File: src/rtl/mv_pkg.sv
// Shared types and constants for the matrix coefficient loader.
package mv_pkg;

    typedef enum logic [1:0] {
        IDLE   = 2'd0,
        COEF   = 2'd1,
        CSUM   = 2'd2,
        COMMIT = 2'd3
    } state_t;

    localparam logic [7:0] MV_HDR    = 8'hA5;
    localparam logic [1:0] ERR_CSUM  = 2'b01;
    localparam logic [1:0] ERR_RANGE = 2'b10;
    localparam logic [1:0] ERR_TMO   = 2'b11;

endpackage

File: src/rtl/mv_coef_loader.sv
// Byte-stream coefficient loader: validates a framed matrix, commits it atomically to matrix_out.
// Latency: commit/reject pulse one cycle after the checksum byte; in_ready drops only in the COMMIT cycle.
module mv_coef_loader
    import mv_pkg::*;
#(
    parameter int ROWS    = 3,
    parameter int COLS    = 4,
    parameter int COEF_W  = 2,
    parameter int TIMEOUT = 1000
) (
    input  logic                          clk,
    input  logic                          rst_n,
    input  logic [7:0]                    in_data,
    input  logic                          in_valid,
    output logic                          in_ready,
    output logic [ROWS*COLS*COEF_W-1:0]   matrix_out,
    output logic                          matrix_valid,
    output logic                          load_done,
    output logic                          load_err,
    output logic [1:0]                    err_code
);

    localparam int N     = ROWS * COLS;
    localparam int IDX_W = (N > 1) ? $clog2(N) : 1;
    localparam int CNT_W = $clog2(TIMEOUT + 1);
    localparam int MAT_W = N * COEF_W;
    // Bits of a coefficient byte that must be zero for the value to be in range.
    localparam logic [7:0] RANGE_MASK = 8'hFF << COEF_W;

    state_t             state, state_nxt;
    logic               accept;
    logic               in_frame;
    logic               tmo;
    logic               last_coef;
    logic [IDX_W-1:0]   idx;
    logic [7:0]         csum;
    logic               range_err;
    logic               csum_err;
    logic [CNT_W-1:0]   idle_cnt;
    logic [MAT_W-1:0]   shadow;

    assign accept    = in_valid & in_ready;
    assign in_frame  = (state == COEF) || (state == CSUM);
    assign last_coef = (idx == IDX_W'(N - 1));
    // An accepted byte on the deadline cycle pre-empts the timeout.
    assign tmo       = in_frame && !accept && (idle_cnt == CNT_W'(TIMEOUT - 1));

    always_ff @(posedge clk or negedge rst_n) begin
        if (!rst_n) state <= IDLE;
        else        state <= state_nxt;
    end

    always_comb begin
        state_nxt = state;
        case (state)
            IDLE:    if (accept && in_data == MV_HDR) state_nxt = COEF;
            COEF:    if (tmo) state_nxt = IDLE;
                     else if (accept && last_coef) state_nxt = CSUM;
            CSUM:    if (tmo) state_nxt = IDLE;
                     else if (accept) state_nxt = COMMIT;
            COMMIT:  state_nxt = IDLE;
            default: state_nxt = IDLE;
        endcase
    end

    always_comb begin
        in_ready = (state != COMMIT);
    end

    always_ff @(posedge clk or negedge rst_n) begin
        if (!rst_n) begin
            idx          <= '0;
            csum         <= '0;
            range_err    <= 1'b0;
            csum_err     <= 1'b0;
            idle_cnt     <= '0;
            shadow       <= '0;
            matrix_out   <= '0;
            matrix_valid <= 1'b0;
            load_done    <= 1'b0;
            load_err     <= 1'b0;
            err_code     <= 2'b00;
        end else begin
            load_done <= 1'b0;
            load_err  <= 1'b0;

            if (in_frame && !accept && !tmo) idle_cnt <= idle_cnt + CNT_W'(1);
            else                             idle_cnt <= '0;

            if (tmo) begin
                load_err <= 1'b1;
                err_code <= ERR_TMO;
            end

            case (state)
                IDLE: if (accept && in_data == MV_HDR) begin
                    idx       <= '0;
                    csum      <= '0;
                    range_err <= 1'b0;
                end
                COEF: if (accept) begin
                    shadow[int'(idx)*COEF_W +: COEF_W] <= in_data[COEF_W-1:0];
                    csum      <= csum ^ in_data;
                    range_err <= range_err | (|(in_data & RANGE_MASK));
                    idx       <= idx + IDX_W'(1);
                end
                CSUM: if (accept) csum_err <= (in_data != csum);
                COMMIT: begin
                    if (range_err) begin
                        load_err <= 1'b1;
                        err_code <= ERR_RANGE;
                    end else if (csum_err) begin
                        load_err <= 1'b1;
                        err_code <= ERR_CSUM;
                    end else begin
                        matrix_out   <= shadow;
                        matrix_valid <= 1'b1;
                        load_done    <= 1'b1;
                    end
                end
                default: ;
            endcase
        end
    end

endmodule
File: config.mk
export PLATFORM = sky130hd
export DESIGN_NAME = mv_coef_loader
export DESIGN_NICKNAME = d
export VERILOG_FILES = /design/src/rtl/mv_pkg.sv /design/src/rtl/mv_coef_loader.sv
export SDC_FILE = /design/constraint.sdc
export NUM_CORES = 1
export LEC_CHECK = 0
export ABC_AREA = 1
export CAP_MARGIN = 20
export CORE_MARGIN = 5
export CORE_UTILIZATION = 50
export DETAILED_ROUTE_END_ITERATION = 12
export GPL_ROUTABILITY_DRIVEN = 0
export HOLD_SLACK_MARGIN = 0.15
export PLACE_DENSITY_LB_ADDON = 0.2
export SYNTH_ARGS = -nofsm -noshare
export SYNTH_HDL_FRONTEND = slang
export SYNTH_SLANG_ARGS = --single-unit
File: constraint.sdc
create_clock -name clk -period 1.84 [get_ports clk]
set_input_delay 0.276 -clock clk [delete_from_list [all_inputs] [get_ports clk]]
set_output_delay 0.276 -clock clk [all_outputs]
set_load 0.05 [all_outputs]
Word-level counts from Yosys, hierarchy flattened
Index checks and enable logic that the tools add are counted.
{"block": "totals", "ff_bits": 79, "latch_bits": 0, "ram_bits": 0, "mem_bits_ro": 0, "output_inout_bits": 30, "mem_count": 0}
{"block": "classes", "addsub": 3, "multipliers": 0, "n_div": 0, "order_cmp": 0, "n_eq_ne": 12, "n_shift": 2, "n_mux": 28, "bitwise_logic": 5, "reduce_logical": 16}
{"cell": "negator 5 -> 33 bit", "n": 1}
{"cell": "variable shift 2 x 33 -> 24 bit, first input constant", "n": 1}
{"cell": "indexed part select 2 x 33 -> 24 bit", "n": 1}
{"cell": "bitwise mux 24 bit", "n": 1}
{"cell": "two-way mux 2 bit", "n": 9}
{"cell": "two-way mux 8 bit", "n": 2}
{"cell": "case mux 8 bit (2 select lines)", "n": 1}
{"cell": "adder 10 x 1 -> 10 bit, second input constant", "n": 1}
{"cell": "equality test 10 bit, second input constant", "n": 1}
{"cell": "two-way mux 10 bit", "n": 1}
{"cell": "two-way mux 1 bit", "n": 9}
{"cell": "AND reduction 3 bit", "n": 3}
{"cell": "equality test 8 bit, second input constant", "n": 1}
{"cell": "two-way mux 4 bit", "n": 2}
{"cell": "inequality test 8 bit", "n": 1}
{"cell": "case mux 2 bit (4 select lines)", "n": 1}
{"cell": "case mux 4 bit (2 select lines)", "n": 1}
{"cell": "bitwise XOR 8 bit", "n": 1}
{"cell": "inequality test 2 bit, second input constant", "n": 3}
{"cell": "OR reduction 6 bit", "n": 1}
{"cell": "logical AND 1 bit", "n": 5}
{"cell": "adder 4 x 1 -> 4 bit, second input constant", "n": 1}
{"cell": "equality test 2 bit, second input constant", "n": 2}
{"cell": "equality test 4 bit, second input constant", "n": 1}
{"cell": "12 further kinds", "n": 15}

Depth between registers and ports, before layout
{"block": "depth", "ltp_word": 9, "depth_mapped": 10, "depth_no_buf": 10}

Worst setup path after synthesis
Ideal clock, no wire load.
{"block": "synth_path", "path_kind": "reg-to-reg", "from": "register idx[0]", "to": "register shadow[0]", "setup_time_ns": 0.126, "arrival_time_ns": 1.723, "path_slack_ns": -0.009, "stages_incl_launch_ff": 10, "period_less_slack_ns": 1.849, "path_cell_list": "dfrtp_1 > clkbuf_1 > inv_1 > ha_1 > inv_1 > nand2_1 > nor3_1 > nand4_1 > nand2_1 > o21ai_0"}
{"block": "synth_via", "elab_chain_cells": 3, "elab_cells_between_ends": 4}
{"element": "start: declaration", "line_no": "mv_coef_loader.sv:35", "rtl": "logic [IDX_W-1:0] idx;"}
{"element": "start signal: assignment", "line_no": "mv_coef_loader.sv:105", "rtl": "idx <= idx + IDX_W'(1);"}
{"element": "negator 5 -> 33 bit *", "line_no": "mv_coef_loader.sv:102", "rtl": "shadow[int'(idx)*COEF_W +: COEF_W] <= in_data[COEF_W-1:0];"}
{"element": "indexed part select 2 x 33 -> 24 bit / variable shift 2 x 33 -> 24 bit (equally long branches)", "line_no": "mv_coef_loader.sv:102"}
{"element": "bitwise mux 24 bit *", "line_no": "mv_coef_loader.sv:102"}
{"element": "end signal: indexed assignment", "line_no": "mv_coef_loader.sv:102"}
{"element": "end: declaration", "line_no": "mv_coef_loader.sv:40", "rtl": "logic [MAT_W-1:0] shadow;"}
Every way passes the cells marked *; elsewhere a longest branch is shown, timed or not.
A chain may end at the register's enable or synchronous reset.

Worst setup path in the final report
{"block": "layout_path", "from": "register matrix_out[14]", "to": "output port matrix_out[14]"}
{"element": "start: declaration", "line_no": "mv_coef_loader.sv:16", "rtl": "output logic [ROWS*COLS*COEF_W-1:0] matrix_out,"}
{"element": "start signal: assignment", "line_no": "mv_coef_loader.sv:116", "rtl": "matrix_out <= shadow;"}
No word-level cell between the ends.

==> metrics.md <==
| Metric | Value |
|---|---|
| Status | `completed` |
| Final worst setup slack | `approximately 0.056 ns` |
| Post-Synth Simple-Gate Area | `26.3%` |
| Die width | `94.9 µm` |
| Top cells by instance count after synthesis | `nand2_1, dfrtp_1, inv_1, nand3_1, o21ai_0` |
| Unrepaired setup endpoints after global routing | `yes` |
| Layout Nets | `between 500 and 600` |
| Peak supply drop | `1010 µV` |
| Layout area overhead | `27.2%` |
| Post-DP Area | `4280 µm²` |
| Flop pwr share | `36.9%` |
| Gate power share | `43.0%` |
| Synth Cell Area | `3600 µm²` |
| CP startpoint kind | `flip-flop` |
| Final hold violation count | `0` |
| Share of cells above drive strength 1 | `12.7%` |
| IO Port Bufs | `40` |
| Worst-path clk slew | `0.08 ns` |
| EDFF count, synth | `0` |
| Critical path buffers and inverters | `1` |
| Pin count of the biggest net entering global routing | `45` |
| Seq. cell area | `1980 µm²` |
| Switching part of the total | `between 40 and 50%` |
| Drc violations | `0` |
| Reg-to-reg slack, setup | `0.11 ns` |
| Final WL | `7480 µm` |
| Vias in the first global route | `2880` |
| Skew final | `0.0120 ns` |
| ANT nets after route | `0` |
| Slowest cell on the critical path | `clkdlybuf4s50_1` |
| Syn nets | `446` |
| Adder-Cell Fraction of Synth Area | `4.17%` |
| Worst skew pair latency | `0.35 ns` |
| Root Buffer Master | `clkbuf_8` |
| Leading area contributor after synthesis | `dfrtp_1` |
| Total track usage | `between 10% and 20%` |
| Yosys top cell area share | `54.9%` |
| Placement Setup Slack | `~0.018 ns` |
| Worst Path Required | `1.56 ns` |
| Number of buffers created by CTS | `9` |
| Final Slew Violations | `0` |
| Clock Sinks | `79` |
| Net switching power | `2.61 mW` |
| Internal | `3.80 mW` |
| Minimum hold slack | `about 0.38 ns` |
| Diode count | `0` |
| Largest family of logic cells by synthesized area | `simple AND/OR/NAND/NOR gates` |
| Critical Path Max Stage Delay | `roughly 0.80 ns` |
| WL/cell | `12.6 µm` |
| GRT overflow | `0` |
| Final instance area | `4580 µm²` |
| Arrival time worst endpoint | `1.51 ns` |
| First-pass GRT wire length | `approximately 13000 µm` |
| Worst-path cell chain | `clkdlybuf4s50_1` |
| Initial antenna violation count | `0` |
| Pwr dens | `1400 nW/µm²` |
| CP max FO | `2` |
| CTS H-tree depth | `3` |
| Multiplexer share of the synthesized area | `0%` |
| Synth top area cells | `dfrtp_1, nand2_1, nand3_1, o21ai_0, ha_1` |
| Hold/Removal Path Class | `in2async` |
| Detailed Place HPWL | `5470 µm` |
| CP Capture Type | `primary output` |
| Mean post-synth cell area | `8.51 µm²` |
| Via/cell ratio | `4.96` |
| Via count | `~2900` |
| Die area | `9000 µm²` |
| CTS tree | `built` |
| Seq/Total Area, Yosys | `54.9%` |
| Number of DRC markers in iteration 0 | `112` |
| Largest delay share family, worst path | `buffers and inverters` |
| Die height | `94.9 µm` |
| I/O pins | `41` |
| Area of the multi-input gates | `1530 µm²` |
| Finish-stage setup viols | `0` |
| Clk buf depth | `2` |
| Slew at the pin closest to its max-slew limit | `0.509 ns` |
| P_leak | `roughly 2.3 nW` |
| Yosys reg bits | `79` |
| Synth Area in Compound Gates | `7.26%` |
| Slew HR | `66.0%` |
| Initial Util | `50.5%` |
| Clock share of power | `20.1%` |
| Most used DFF post-synth | `dfrtp_1` |
| Tmin final | `roughly 1.8 ns` |
| Cells after synthesis | `approximately 420` |
| Drt pass-1 iters | `4` |
| Fmax | `0.561 GHz` |
| Crit path kind | `reg2out` |
| MaxCap Viol Count | `0` |
| Final Cycle Share | `97.0%` |
| Most frequent cell after synthesis | `nand2_1` |
| Synth warn | `0` |
| FFs w/ async S/R, synth | `100%` |
| Synth Area in XOR/XNOR | `2.88%` |
| Synth cell types | `28` |
| Core ar. | `7140 µm²` |
| Row count | `31` |
| Fillers | `637` |
[per-stage QoR]
step / total power [mW] / cells / TNS, ns / util [%]
after floorplan: 4.06 / 423 / 0 / -
after global placement: 4.91 / 576 / 0 / 59.9
after detailed placement: 4.97 / 576 / 0 / 59.9
after CTS: 6.27 / 593 / 0 / 62.8
after global routing: 6.85 / 594 / -0.106 / 64.2
final: 6.41 / 594 / 0 / 64.2
[repair_timing]
item	CTS	global route
buffers inserted	0	1
setup endpoints to repair	0	44
gates resized for setup	0	26
endpoints found under the hold margin	24	0
hold buffers	1	0
[cell type report]
type	instances	share of cell area [%]
Multi-Input combinational cell	303	33.4
Sequential cell	79	43.2
Timing Repair Buffer	64	13.6
Inverter	33	2.76
Tap cell	99	2.70
Clock inverter	4	1.17
Clock buffer	12	3.17
[registers in the layout, indices dropped and copies added (netlist names)]
| signal | cells |
|---|---|
| load_done | 1 |
| matrix_valid | 1 |
| state | 2 |
| idle_cnt | 10 |
| csum_err | 1 |
| err_code | 2 |
| range_err | 1 |
| matrix_out | 24 |
| csum | 8 |
| load_err | 1 |
| shadow | 24 |
| idx | 4 |
[kinds of logic (layout without fill, tap and decap cells)]
| kind of cell | after synthesis | after routing |
|---|---|---|
| DFF | 79 | 79 |
| and+or+nand+nor | 230 | 230 |
| buffers and inverters | 41 | 113 |
| xor gates and xnor gates | 11 | 11 |
| AOI/OAI and AO/OA | 50 | 50 |
| adders and majority gates | 12 | 12 |
[worst paths after layout]
path	start	end	cells after the start
setup / recovery	matrix_out[14]$_DFFE_PN0P_	matrix_out[14]	1
hold / removal	rst_n	matrix_out[3]$_DFFE_PN0P_	2
hold reg to reg	idle_cnt[0]$_DFF_PN0_	idle_cnt[0]$_DFF_PN0_	1
min in group clk	idle_cnt[0]$_DFF_PN0_	idle_cnt[0]$_DFF_PN0_	1
max in group asynchronous	rst_n	idx[0]$_DFFE_PN0P_	3
setup reg to reg	idx[0]$_DFFE_PN0P_	shadow[0]$_DFFE_PN0P_	8
[power by group through the flow]
| stage | registers (mW) | clock network (mW) | logic, mW |
|---|---|---|---|
| after floorplan | 2.76 | 0 | 1.30 |
| after global placement | 2.38 | 0 | 2.53 |
| after detailed placement | 2.38 | 0 | 2.59 |
| after CTS | 2.35 | 1.31 | 2.60 |
| after global routing | 2.41 | 1.39 | 3.05 |
| final | 2.36 | 1.29 | 2.76 |
[cell usage in the layout, fill, tap and decap left out, types with 2 or more instances in the layout]
cell type | netlist | routed
nor2_2 | 0 | 2
or2_2 | 3 | 3
nand3_2 | 0 | 5
nand2_2 | 2 | 2
buf_12 | 0 | 2
o21ai_1 | 9 | 9
clkbuf_8 | 0 | 10
clkdlybuf4s50_1 | 0 | 31
buf_4 | 1 | 23
dlymetal6s2s_1 | 0 | 7
dfrtp_1 | 79 | 77
nand2_1 | 151 | 149
xnor2_1 | 4 | 4
inv_2 | 1 | 3
nor2_1 | 28 | 26
inv_1 | 31 | 29
a21oi_1 | 6 | 5
clkbuf_1 | 4 | 2
nand2_4 | 0 | 2
nand4_1 | 4 | 4
o21ai_0 | 31 | 31
xor2_1 | 6 | 6
clkinvlp_4 | 0 | 2
dfrtp_2 | 0 | 2
ha_1 | 12 | 11
nor3_1 | 8 | 8
nand3_1 | 31 | 26
[layer usage]
layer  wire length [µm]  up-vias  share of wire (%)  track usage (%)
met3                251        4                3.4             3.98
li1                   -     1484                  -                -
met2               3720       46                 50             29.5
met4                 77        0                1.0             7.33
met5                  0        -                  0                0
met1               3430     1412                 46             23.8
(Power assumes the default switching activity.)
